## src/rtl/bka_mp_seq_pkg.sv

```systemverilog
// Shared types and constants for the multi-precision add/subtract sequencer.
package bka_mp_seq_pkg;

  localparam int unsigned WORD_W = 16;

  typedef enum logic [1:0] {
    IDLE = 2'd0,
    RUN  = 2'd1,
    DONE = 2'd2
  } state_t;

  // Word-index width; a single-word build still needs a 1-bit index.
  function automatic int unsigned idx_w(input int unsigned words);
    return (words <= 1) ? 1 : $clog2(words);
  endfunction

endpackage

```

## src/rtl/bka_16.sv

```systemverilog
// 16-bit Brent-Kung prefix adder with carry-in and carry-out.
module bka_16 (
  input  logic [15:0] i_a,
  input  logic [15:0] i_b,
  input  logic        i_cin,
  output logic [15:0] o_sum,
  output logic        o_cout
);

  logic [15:0] w_p;
  logic [15:0] w_g;
  logic [15:0] w_gg;
  logic [15:0] w_pp;
  logic [16:0] w_c;

  always_comb begin
    w_p  = i_a ^ i_b;
    w_g  = i_a & i_b;
    w_pp = w_p;
    w_gg = w_g;
    // Fold carry-in into bit 0 so the prefix tree yields true carries.
    w_gg[0] = w_g[0] | (w_p[0] & i_cin);
    for (int unsigned d = 0; d < 4; d++) begin
      for (int unsigned i = 0; i < 16; i++) begin
        if (((i + 1) % (2 << d)) == 0) begin
          w_gg[i] = w_gg[i] | (w_pp[i] & w_gg[i - (1 << d)]);
          w_pp[i] = w_pp[i] & w_pp[i - (1 << d)];
        end
      end
    end
    for (int unsigned k = 0; k < 3; k++) begin
      for (int unsigned i = 0; i < 16; i++) begin
        if ((i >= (2 << (2 - k))) && (((i + 1 - (1 << (2 - k))) % (2 << (2 - k))) == 0)) begin
          w_gg[i] = w_gg[i] | (w_pp[i] & w_gg[i - (1 << (2 - k))]);
          w_pp[i] = w_pp[i] & w_pp[i - (1 << (2 - k))];
        end
      end
    end
    w_c    = {w_gg, i_cin};
    o_sum  = w_p ^ w_c[15:0];
    o_cout = w_c[16];
  end

endmodule

```

## src/rtl/bka_mp_seq.sv

```systemverilog
// Multi-precision add/subtract sequencer: one bka_16 walked LSW-first over WORDS words.
// Optional zero/ovf flag outputs when BKA_MP_SEQ_FLAGS_EN is defined.
module bka_mp_seq
  import bka_mp_seq_pkg::*;
#(
  parameter int unsigned WORDS = 4
) (
  input  logic                      clk,
  input  logic                      rst_n,
  input  logic                      in_valid,
  output logic                      in_ready,
  input  logic [WORD_W*WORDS-1:0]   a_in,
  input  logic [WORD_W*WORDS-1:0]   b_in,
  input  logic                      sub,
  input  logic                      cin,
  output logic                      out_valid,
  input  logic                      out_ready,
  output logic [WORD_W*WORDS-1:0]   q_out,
  output logic                      cout
`ifdef BKA_MP_SEQ_FLAGS_EN
  ,
  output logic                      zero,
  output logic                      ovf
`endif
);

  localparam int unsigned IDX_W = idx_w(WORDS);

  state_t                        r_state;
  state_t                        w_state_nxt;
  logic [WORDS-1:0][WORD_W-1:0]  r_a;
  logic [WORDS-1:0][WORD_W-1:0]  r_b;
  logic [WORDS-1:0][WORD_W-1:0]  r_q;
  logic                          r_sub;
  logic                          r_carry;
  logic                          r_cout;
  logic [IDX_W-1:0]              r_idx;
  logic [WORD_W-1:0]             w_a_word;
  logic [WORD_W-1:0]             w_b_word;
  logic [WORD_W-1:0]             w_sum;
  logic                          w_cout;
  logic                          w_last;
  logic                          w_accept;

  assign w_a_word = r_a[r_idx];
  assign w_b_word = r_b[r_idx] ^ {WORD_W{r_sub}};
  assign w_last   = (r_idx == IDX_W'(WORDS - 1));
  assign w_accept = (r_state == IDLE) && in_valid;
  assign q_out    = r_q;
  assign cout     = r_cout;

  bka_16 u_bka_16 (
    .i_a    (w_a_word),
    .i_b    (w_b_word),
    .i_cin  (r_carry),
    .o_sum  (w_sum),
    .o_cout (w_cout)
  );

  always_comb begin
    w_state_nxt = r_state;
    in_ready    = 1'b0;
    out_valid   = 1'b0;
    case (r_state)
      IDLE: begin
        in_ready = 1'b1;
        if (in_valid) w_state_nxt = RUN;
      end
      RUN: begin
        if (w_last) w_state_nxt = DONE;
      end
      DONE: begin
        out_valid = 1'b1;
        if (out_ready) w_state_nxt = IDLE;
      end
      default: w_state_nxt = IDLE;
    endcase
  end

  always_ff @(posedge clk or negedge rst_n) begin
    if (!rst_n) begin
      r_state <= IDLE;
      r_a     <= '0;
      r_b     <= '0;
      r_q     <= '0;
      r_sub   <= 1'b0;
      r_carry <= 1'b0;
      r_cout  <= 1'b0;
      r_idx   <= '0;
    end else begin
      r_state <= w_state_nxt;
      if (w_accept) begin
        r_a     <= a_in;
        r_b     <= b_in;
        r_sub   <= sub;
        // Subtraction runs as A + ~B + ~cin, so the initial carry is cin^sub.
        r_carry <= cin ^ sub;
        r_idx   <= '0;
      end
      if (r_state == RUN) begin
        r_q[r_idx] <= w_sum;
        r_carry    <= w_cout;
        if (w_last) r_cout <= w_cout;
        else        r_idx  <= r_idx + 1'b1;
      end
    end
  end

`ifdef BKA_MP_SEQ_FLAGS_EN
  logic r_zero;
  logic r_ovf;
  logic w_c_msb;

  // Carry into the word's MSB, recovered from the MSB sum bit.
  assign w_c_msb = w_a_word[WORD_W-1] ^ w_b_word[WORD_W-1] ^ w_sum[WORD_W-1];
  assign zero    = r_zero;
  assign ovf     = r_ovf;

  always_ff @(posedge clk or negedge rst_n) begin
    if (!rst_n) begin
      r_zero <= 1'b0;
      r_ovf  <= 1'b0;
    end else begin
      if (w_accept) r_zero <= 1'b1;
      if (r_state == RUN) begin
        r_zero <= r_zero & (w_sum == '0);
        if (w_last) r_ovf <= w_c_msb ^ w_cout;
      end
    end
  end
`endif

endmodule
```

## config.mk

```make
export PLATFORM = sky130hd
export DESIGN_NAME = bka_mp_seq
export DESIGN_NICKNAME = d
export VERILOG_FILES = /design/src/rtl/bka_mp_seq_pkg.sv /design/src/rtl/bka_16.sv /design/src/rtl/bka_mp_seq.sv
export SDC_FILE = /design/constraint.sdc
export NUM_CORES = 1
export LEC_CHECK = 0
export CAP_MARGIN = 20
export CORE_MARGIN = 5
export CORE_UTILIZATION = 55
export CTS_CLUSTER_DIAMETER = 200
export DETAILED_ROUTE_END_ITERATION = 7
export GPL_ROUTABILITY_DRIVEN = 0
export PLACE_DENSITY = 0.86
export SYNTH_ARGS = -nofsm -noshare
export SYNTH_HDL_FRONTEND = slang
export SYNTH_SLANG_ARGS = --single-unit
```

## constraint.sdc

```tcl
create_clock -name clk -period 7.2 [get_ports clk]
set_input_delay 0.72 -clock clk [delete_from_list [all_inputs] [get_ports clk]]
set_output_delay 0.72 -clock clk [all_outputs]
set_load 0.02 [all_outputs]
```

== Yosys cells after proc, flatten, opt, wreduce, memory -nomap -nowiden ==
Index checks and enable logic that the tools add are counted.

* Output and inout bits: 67
* Input port bits: 134
* Logic and storage cells: 120
* Bits in registers: 199

* Mux-type cells: 18
* Bitwise gates (word level): 70
* Reductions and logical operators: 6
* Add/sub/neg operators: 1
* Equal/unequal tests: 6
* Order comparisons: 2

{| class="wikitable"
|+ Operator list
! operator !! count
|-
| binary-select mux 16 bit (select 2 bit) || 2
|-
| bitwise mux 64 bit || 1
|-
| two-way mux 16 bit || 3
|-
| XOR 16 bit || 3
|-
| bitwise AND 1 bit || 38
|-
| demux 16 bit (select 2 bit) || 1
|-
| bitwise OR 1 bit || 27
|-
| bitwise AND 16 bit || 1
|-
| two-way mux 2 bit || 6
|-
| != test 2 bit (second input constant) || 3
|-
| one-hot mux 2 bit (3 select lines) || 1
|-
| equality test 2 bit (second input constant) || 2
|-
| two-way mux 1 bit || 4
|-
| < comparator 2 x 3 -> 1 bit (second input constant) || 1
|-
| AND reduction 3 bit || 1
|-
| adder 2 x 1 -> 2 bit (second input constant) || 1
|-
| equality test 2 x 1 -> 1 bit (second input constant) || 1
|-
| greater-or-equal comparator 2 x 1 -> 1 bit (second input constant) || 1
|-
| logical AND 1 bit || 2
|-
| zero test 2 bit || 1
|-
| AND reduction 2 bit || 1
|-
| nonzero test 2 bit || 1
|-
| XOR 1 bit || 1
|}

== Depth between registers and ports, before layout ==
Gate-level depths: netlist of run 1.

* Word-level depth: 20
* Depth in mapped cells: 13
* Depth with buffers taken out: 11

== Hierarchy ==
Synthesis of run 1 repeated with hierarchy kept, for this count alone.

* Cell total of the unflattened synthesis: 566
* Area total of the unflattened synthesis: 9,064.9 µm²

{| class="wikitable"
|+ By module, submodules not included
! module !! area each (µm²) !! instances !! cells an instance
|-
| bka_mp_seq || 8,419.3 || 1 || 496
|-
| bka_16 || 645.6 || 1 || 70
|}

== Worst setup path after synthesis of run 1 ==
No wires, ideal clock.

* Kind: register -> register
* Start: reg r_idx[0]
* End: reg r_q, in the netlist q_out[30]
* Arrival time: 3.717 ns
* Clock period less this slack: 3.799 ns
* Setup time: 0.083 ns
* Path slack: 3.401 ns
* Stages on the path, launching flop included: 13
* Cells stage by stage: dfrtp_1 -> buf_4 -> buf_4 -> buf_4 -> mux4_2 -> fa_1 -> fa_1 -> a211oi_1 -> o211ai_1 -> a41oi_1 -> o21a_1 -> fa_1 -> o21ai_0

* Cells in the longest elaborated chain, start to end: 18
* Elaborated cells between the ends (all ways): 50
* Those cells by class: order compare (2); mux (7); bitwise (40); reduce/logical (1)

{| class="wikitable"
|+ Ends and longest elaborated chain
! what !! RTL line !! text
|-
| from (decl) || bka_mp_seq.sv:37 || <nowiki>logic [IDX_W-1:0] r_idx;</nowiki>
|-
| from (signal assigned) || bka_mp_seq.sv:104 || <nowiki>else r_idx <= r_idx + 1'b1;</nowiki>
|-
| binary-select mux 16 bit (select 2 bit) || bka_mp_seq.sv:46 || <nowiki>assign w_b_word = r_b[r_idx] ^ {WORD_W{r_sub}};</nowiki>
|-
| two-way mux 16 bit (not written as such) || bka_mp_seq.sv:46 ||
|-
| XOR 16 bit || bka_mp_seq.sv:46 ||
|-
| XOR 16 bit || bka_16.sv:17 || <nowiki>w_p = i_a ^ i_b;</nowiki>
|-
| bitwise AND 1 bit || bka_16.sv:22 || <nowiki>w_gg[0] = w_g[0] | (w_p[0] & i_cin);</nowiki>
|-
| bitwise OR 1 bit || bka_16.sv:22 ||
|-
| bitwise AND 1 bit || bka_16.sv:26 || <nowiki>w_gg[i] = w_gg[i] | (w_pp[i] & w_gg[i - (1 << d)]);</nowiki>
|-
| bitwise OR 1 bit || bka_16.sv:26 ||
|-
| (+2 left out) || n/a ||
|-
| bitwise AND 1 bit || bka_16.sv:26 ||
|-
| bitwise OR 1 bit || bka_16.sv:26 ||
|-
| bitwise AND 1 bit || bka_16.sv:34 || <nowiki>w_gg[i] = w_gg[i] | (w_pp[i] & w_gg[i - (1 << (2 - k))]);</nowiki>
|-
| bitwise OR 1 bit || bka_16.sv:34 ||
|-
| bitwise AND 1 bit || bka_16.sv:34 ||
|-
| bitwise OR 1 bit || bka_16.sv:34 ||
|-
| XOR 16 bit || bka_16.sv:40 || <nowiki>o_sum = w_p ^ w_c[15:0];</nowiki>
|-
| bitwise mux 64 bit (*) || bka_mp_seq.sv:101 || <nowiki>r_q[r_idx] <= w_sum;</nowiki>
|-
| to (signal, indexed assignment) || bka_mp_seq.sv:101 ||
|-
| to (decl) || bka_mp_seq.sv:33 || <nowiki>logic [WORDS-1:0][WORD_W-1:0] r_q;</nowiki>
|}

Every way passes the cells marked *; elsewhere a longest branch is shown, timed or not. The select of a mux whose other input is x is not followed.
A chain may end at the register's enable or synchronous reset.

== Final worst setup path of run 1 ==
* Start: reg r_idx[0]
* End: reg r_q, in the netlist q_out[47]

* Cells in the longest elaborated chain, start to end: 20
* Elaborated cells between the ends (all ways): 52
* Those cells by class: order compare (2); mux (7); bitwise (42); reduce/logical (1)

{| class="wikitable"
|+ Ends and longest elaborated chain
! what !! RTL line
|-
| binary-select mux 16 bit (select 2 bit) || bka_mp_seq.sv:46
|-
| two-way mux 16 bit (not written as such) || bka_mp_seq.sv:46
|-
| XOR 16 bit || bka_mp_seq.sv:46
|-
| XOR 16 bit || bka_16.sv:17
|-
| bitwise AND 1 bit || bka_16.sv:22
|-
| bitwise OR 1 bit || bka_16.sv:22
|-
| bitwise AND 1 bit || bka_16.sv:26
|-
| bitwise OR 1 bit || bka_16.sv:26
|-
| (+4 left out) || n/a
|-
| bitwise AND 1 bit || bka_16.sv:34
|-
| bitwise OR 1 bit || bka_16.sv:34
|-
| bitwise AND 1 bit || bka_16.sv:34
|-
| bitwise OR 1 bit || bka_16.sv:34
|-
| bitwise AND 1 bit || bka_16.sv:34
|-
| bitwise OR 1 bit || bka_16.sv:34
|-
| XOR 16 bit || bka_16.sv:40
|-
| bitwise mux 64 bit (*) || bka_mp_seq.sv:101
|}

Marked as above.

==> run_results.csv, run 1 <==
group,metric,value,unit
timing,fin_tns_setup,0,ps
die,start_util,56.2,%
clock_network,insertion_delay,430,ps
clock_network,cts.sinks,199,
logic_synthesis,syn_inst,619,
die,core,15900,µm²
worst_setup_path,critPathMaxFanout,17,
placed_design,port-buffer-count,200,
die,dieArea,18900,µm²
clock_network,cts_setup_buffers,0,
worst_setup_path,path_buf_inv,0,
cells_and_area,area_growth,29.8,%
worst_setup_path,path_class,"reg -> reg",
run_status,status,"finished clean",
worst_setup_path,crit_family,"compound AO/OA/AOI/OAI gates",
routing,vias,5828,
grt,gr-total-overflow,0,
logic_synthesis,synth_edf_count,0,
timing,post-route-period-util,57.5,%
worst_setup_path,worst_ep_required_time,7490,ps
clock_network,numCtsBuffers,17,
grt,antenna_found_initial,0,
timing,rsz0062_at_grt,"no",
routing,routed_wl,22000,µm
die,io_pins,201,
clock_network,ctsResizeCount,0,
logic_synthesis,synth_nets,780,
logic_synthesis,synthArstFlopShare,100,%
placed_design,dp_hpwl,16300,µm
worst_setup_path,cp_common_cell,"fa_1",
logic_synthesis,yosysSeqAreaShare,55.6,%
routing,drtIter0Drc,329,
timing,relSlewSlack,29.5,%
timing,max_freq,241,MHz
grt,grt_pass1_vias,6254,
timing,drv_slew,0,
grt,grt_pass1_wl,33600,µm
routing,routed_via_density,5.63,
clock_network,clock_path_buffers,2,
worst_setup_path,r2r_slack,3060,ps
cells_and_area,n_fill_cell,981,
min_path,hp-class,"in -> async",
routing,drtAntennaViolNets,0,
die,die_h,138,µm
cells_and_area,drive_above_1_share,27.3,%
die,placementRows,46,
timing,tightestPinTransition,1060,ps
logic_synthesis,ys_warn_count,0,
worst_setup_path,cpMaxStageDelayCell,"dfrtp_2",
worst_setup_path,cp_cell_sequence,"mux4_2 -> xor2_1 -> fa_1 -> fa_1 -> a211oi_1 -> o211ai_1 -> a41oi_1 -> o21a_1 -> fa_1 -> xor2_1 -> o21ai_0",
routing,wl_per_cell,21.2,µm
routing,dr.pass1.iters,5,
worst_setup_path,worstReg2RegEnd,"q_out[47]",
clock_network,path_clk_slew,70,ps
flow_run,drv_cap,0,
clock_network,cts_hold_buf,0,
logic_synthesis,synth_cell_types,34,
logic_synthesis,syn_area_per_cell,14.5,µm²
logic_synthesis,netlist_area,8960,µm²
clock_network,cts_tree,"done",
worst_setup_path,worstRegToRegCells,11,
routing,route.detailed.drc,0,
clock_network,root_buffer,"clkbuf_16",
timing,fin_skew,7.77,ps
worst_setup_path,slowest_delay,730,ps
timing,finalSetupViolations,0,
logic_synthesis,ys_seq_elements,199,
cells_and_area,multi_input_area,3730,µm²
timing,period_minus_slack,4140,ps
logic_synthesis,synth_flop_cell,"dfrtp_1",
cells_and_area,fin_nets,970,
worst_setup_path,cp-start-kind,"flip-flop",
timing,hold_viol_final,0,
die,die_x,138,µm
grt,grt_max_degree,121,
clock_network,htreeDepth,4,
grt,track_usage,23.7,%
cells_and_area,num_antenna_cells,0,
worst_setup_path,regToRegStartpoint,"r_idx[0]",
worst_setup_path,cp-end-kind,"flip-flop",
cells_and_area,seq_area,4980,µm²
worst_setup_path,arrival,4430,ps
cell usage after synthesis (4+ instances only):
cell type	instances	area share, %
mux4_2	32	8.0
nor2_1	4	0.17
buf_4	15	1.3
ha_1	18	2.5
dfrtp_1	199	56
o21ai_0	49	2.7
mux2_2	150	19
xnor2_1	4	0.39
nand2_1	51	2.1
clkbuf_1	4	0.17
inv_1	13	0.54
a21oi_1	8	0.45
xor2_1	20	2.0
fa_1	9	2.0
buf_2	14	0.78
state kept, by name (all words and copies together) (netlist names):
register and cells:
cout 1, q_out 64, r_a 64, r_b 64, r_carry 1, r_idx 2, r_state 2, r_sub 1
final cells by class:
cell class | count | area share, %
clock buffers | 18 | 3.69
clock inverters | 12 | 0.903
inverters | 13 | 0.419
flip-flops and latches | 199 | 42.8
well taps | 216 | 2.32
multi-input cells | 372 | 32.0
repair buffers | 206 | 17.8
routing by layer:
layer | up-vias | GRT usage [%] | routed length, µm
met5 | - | 0 | 0
met3 | 50 | 5.22 | 1320
met2 | 230 | 39.8 | 11200
met4 | 0 | 8.54 | 631
met1 | 2961 | 30.4 | 8860
li1 | 2587 | - | -
cells in the final DEF, fill, tap and decap left out, drive strengths merged:
cell           count
nor2               4
o21ai             50
mux2             150
a21o               2
xor2              20
a21oi              8
dfrtp            199
clkdlybuf4s50    199
a211oi             2
a22o               3
clkbuf            19
nor2b              1
a22oi              1
a41oi              1
bufinv             1
a2111oi            2
nand3              1
a21boi             1
buf                6
xnor2              4
inv               15
nand4b             1
mux4              32
o21bai             2
o21a               1
nand2b             2
o211ai             2
ha                18
nand2             54
clkinv             7
fa                 9
clkinvlp           2
nor3b              1
how the worst max path moves through the flow:
stage / to / slack, ps / from / depth (start not counted)
2_1_floorplan: q_out[30] / 3400 / r_idx[0] / 12
3_5_place_dp: q_out[62] / 3070 / r_idx[0] / 10
5_1_grt: q_out[63] / 2620 / r_idx[0] / 11
3_3_place_gp: q_out[62] / 3160 / r_idx[0] / 10
4_1_cts: q_out[31] / 3030 / r_idx[0] / 11
6_report: q_out[47] / 3060 / r_idx[0] / 11
kinds of logic after synthesis:
kind of cell | share of synthesized area (%)
AO/OA/AOI/OAI | 4.75
XOR/XNOR | 2.35
adder cells (fa/ha/maj) | 4.52
buffers and inverters | 2.85
flip-flops | 55.6
multiplexers | 26.9
AND/OR/NAND/NOR | 3.09
stage by stage:
| step | setup slack, ps | utilization, % | cell area (µm²) | hold WS (ps) | cells |
|---|---|---|---|---|---|
| 3_3_place_gp | 3160 | 69.4 | 11100 | 462 | 1005 |
| 4_1_cts | 3030 | 72.8 | 11600 | 460 | 1035 |
| 2_1_floorplan | 3400 | - | 8960 | 424 | 619 |
| 5_1_grt | 2620 | 73.0 | 11600 | 512 | 1036 |
| 6_report | 3060 | 73.0 | 11600 | 435 | 1036 |
| 3_5_place_dp | 3070 | 69.4 | 11100 | 470 | 1005 |
worst reg2reg max path, stage by stage (launching register included):
cell and delay (ps):
dfrtp_2 730, mux4_2 580, xor2_1 170, fa_1 420, fa_1 420, a211oi_1 300
o211ai_1 180, a41oi_1 390, o21a_1 200, fa_1 180, xor2_1 290, o21ai_0 140
Power of run 1 is left out: the tool's default activity adds up to more than one toggle a clock period on the data nets, which glitch-free logic cannot reach.
==> run 2: changes to the inputs <==
- CORE_UTILIZATION: 55 -> 51
- PLACE_DENSITY: 0.86 -> 0.81
- clock period: 7.2 -> 4.2 ns (I/O delays scaled with it)
==> run 2 against run 1 <==
Compared with the run above:
- fmax is 13% higher
- die area is 7.3% higher
- largest cell class unchanged
- via count is 1.0% lower
- final area is 0.97% higher
- critical endpoint is now q_out[57]
- hold slack worse by 320 ps
==> run_results.csv, run 2 (synthesized netlist as in run 1, its figures left out) <==
group,metric,value,unit
die,io_pins,201,
die,start_util,51.8,%
grt,gr-total-overflow,0,
timing,drv_slew,0,
worst_setup_path,cp-start-kind,"flip-flop",
routing,route.detailed.drc,0,
worst_setup_path,cp_cell_sequence,"mux4_2 -> xor2_1 -> fa_1 -> fa_1 -> a211oi_1 -> o21ai_0 -> nand3_1 -> nand2_1 -> fa_1 -> xnor2_1 -> o21ai_0",
cells_and_area,n_fill_cell,1166,
grt,grt_pass1_vias,6240,
die,placementRows,48,
routing,dr.pass1.iters,7,
grt,track_usage,21.1,%
placed_design,post-place-ws,573,ps
cells_and_area,area_growth,31.1,%
clock_network,clock_path_buffers,2,
routing,vias,5767,
worst_setup_path,worstReg2RegEnd,"q_out[57]",
die,die_h,143,µm
timing,max_freq,273,MHz
run_status,status,"finished clean",
routing,drtIter0Drc,241,
worst_setup_path,arrival,3940,ps
worst_setup_path,path_buf_inv,0,
routing,routed_via_density,5.51,
timing,finalWorstSetupSlack,536,ps
placed_design,dp_hpwl,15900,µm
timing,hold_viol_final,0,
placed_design,port-buffer-count,200,
cells_and_area,layout_commonest_cell,"clkdlybuf4s50_1",
clock_network,numCtsBuffers,17,
clock_network,cts.sinks,199,
worst_setup_path,worst_ep_required_time,4470,ps
grt,grt_pass1_wl,33000,µm
routing,routed_wl,21000,µm
worst_setup_path,cpMaxStageDelayCell,"mux4_2",
clock_network,ctsResizeCount,0,
timing,tightestPinTransition,995,ps
timing,rsz0062_at_grt,"no",
cells_and_area,num_antenna_cells,0,
cells_and_area,drive_above_1_share,27.5,%
worst_setup_path,worstRegToRegCells,11,
die,die_x,143,µm
timing,fin_skew,10.8,ps
routing,wl_per_cell,20.1,µm
grt,antenna_found_initial,0,
worst_setup_path,slowest_delay,520,ps
cells_and_area,fin_nets,972,
worst_setup_path,regToRegStartpoint,"r_idx[0]",
clock_network,cts_setup_buffers,0,
clock_network,insertion_delay,430,ps
cells_and_area,layout_common_cells,"clkdlybuf4s50_1, dfrtp_1, mux2_2",
clock_network,cts_tree,"done",
clock_network,htreeDepth,4,
clock_network,cts_hold_buf,0,
flow_run,drv_cap,0,
worst_setup_path,critPathMaxFanout,5,
grt,grt_max_degree,133,
timing,post-route-period-util,87.2,%
clock_network,path_clk_slew,70,ps
worst_setup_path,cp-end-kind,"flip-flop",
min_path,hp-class,"in -> async",
die,core,17300,µm²
timing,period_minus_slack,3660,ps
die,dieArea,20300,µm²
worst_setup_path,path_class,"reg -> reg",
timing,fin_tns_setup,0,ps
timing,relSlewSlack,33.5,%
timing,holdWs,117,ps
routing,drtAntennaViolNets,0,
clock_network,root_buffer,"clkbuf_16",
worst_setup_path,crit_family,"adder cells",
worst_setup_path,r2r_slack,540,ps
timing,finalSetupViolations,0,
worst_setup_path,cp_common_cell,"fa_1",
run 2: per-layer routing:
metal | share of wire [%] | track usage (%) | vias up
met4 | 2.4 | 7.40 | 0
met1 | 41 | 27.7 | 2920
met2 | 50 | 34.8 | 215
met3 | 6.5 | 4.81 | 32
li1 | - | - | 2600
met5 | 0 | 0 | -
run 2: layout make-up:
type                    instances  area (µm²)  share of cell area (%)
multi-input cells             372        3730                    31.7
inverters                      13        48.8                   0.415
clock inverters                11         173                    1.47
flip-flops and latches        199        4980                    42.4
clock buffers                  19         443                    3.77
well taps                     225         282                    2.40
repair buffers                208        2090                    17.8
run 2: how the worst max path moves through the flow:
stage | from | end | slack [ps] | cells past startpoint
CTS | r_idx[0] | q_out[14] | 550 | 10
detailed placement | r_idx[0] | q_out[46] | 570 | 10
finish | r_idx[0] | q_out[57] | 540 | 11
global placement | r_idx[0] | q_out[62] | 620 | 10
floorplan | r_idx[0] | q_out[30] | 400 | 12
global route | r_idx[0] | q_out[46] | 260 | 10
run 2: stage by stage:
stage	cells	instance area, µm²	util, %
final	1047	11700	67.9
after global routing	1047	11700	67.9
after CTS	1047	11700	67.9
after detailed placement	1017	11100	64.4
after global placement	1017	11100	64.4
after floorplan	619	8960	-
Power of run 2 is left out for the same reason.
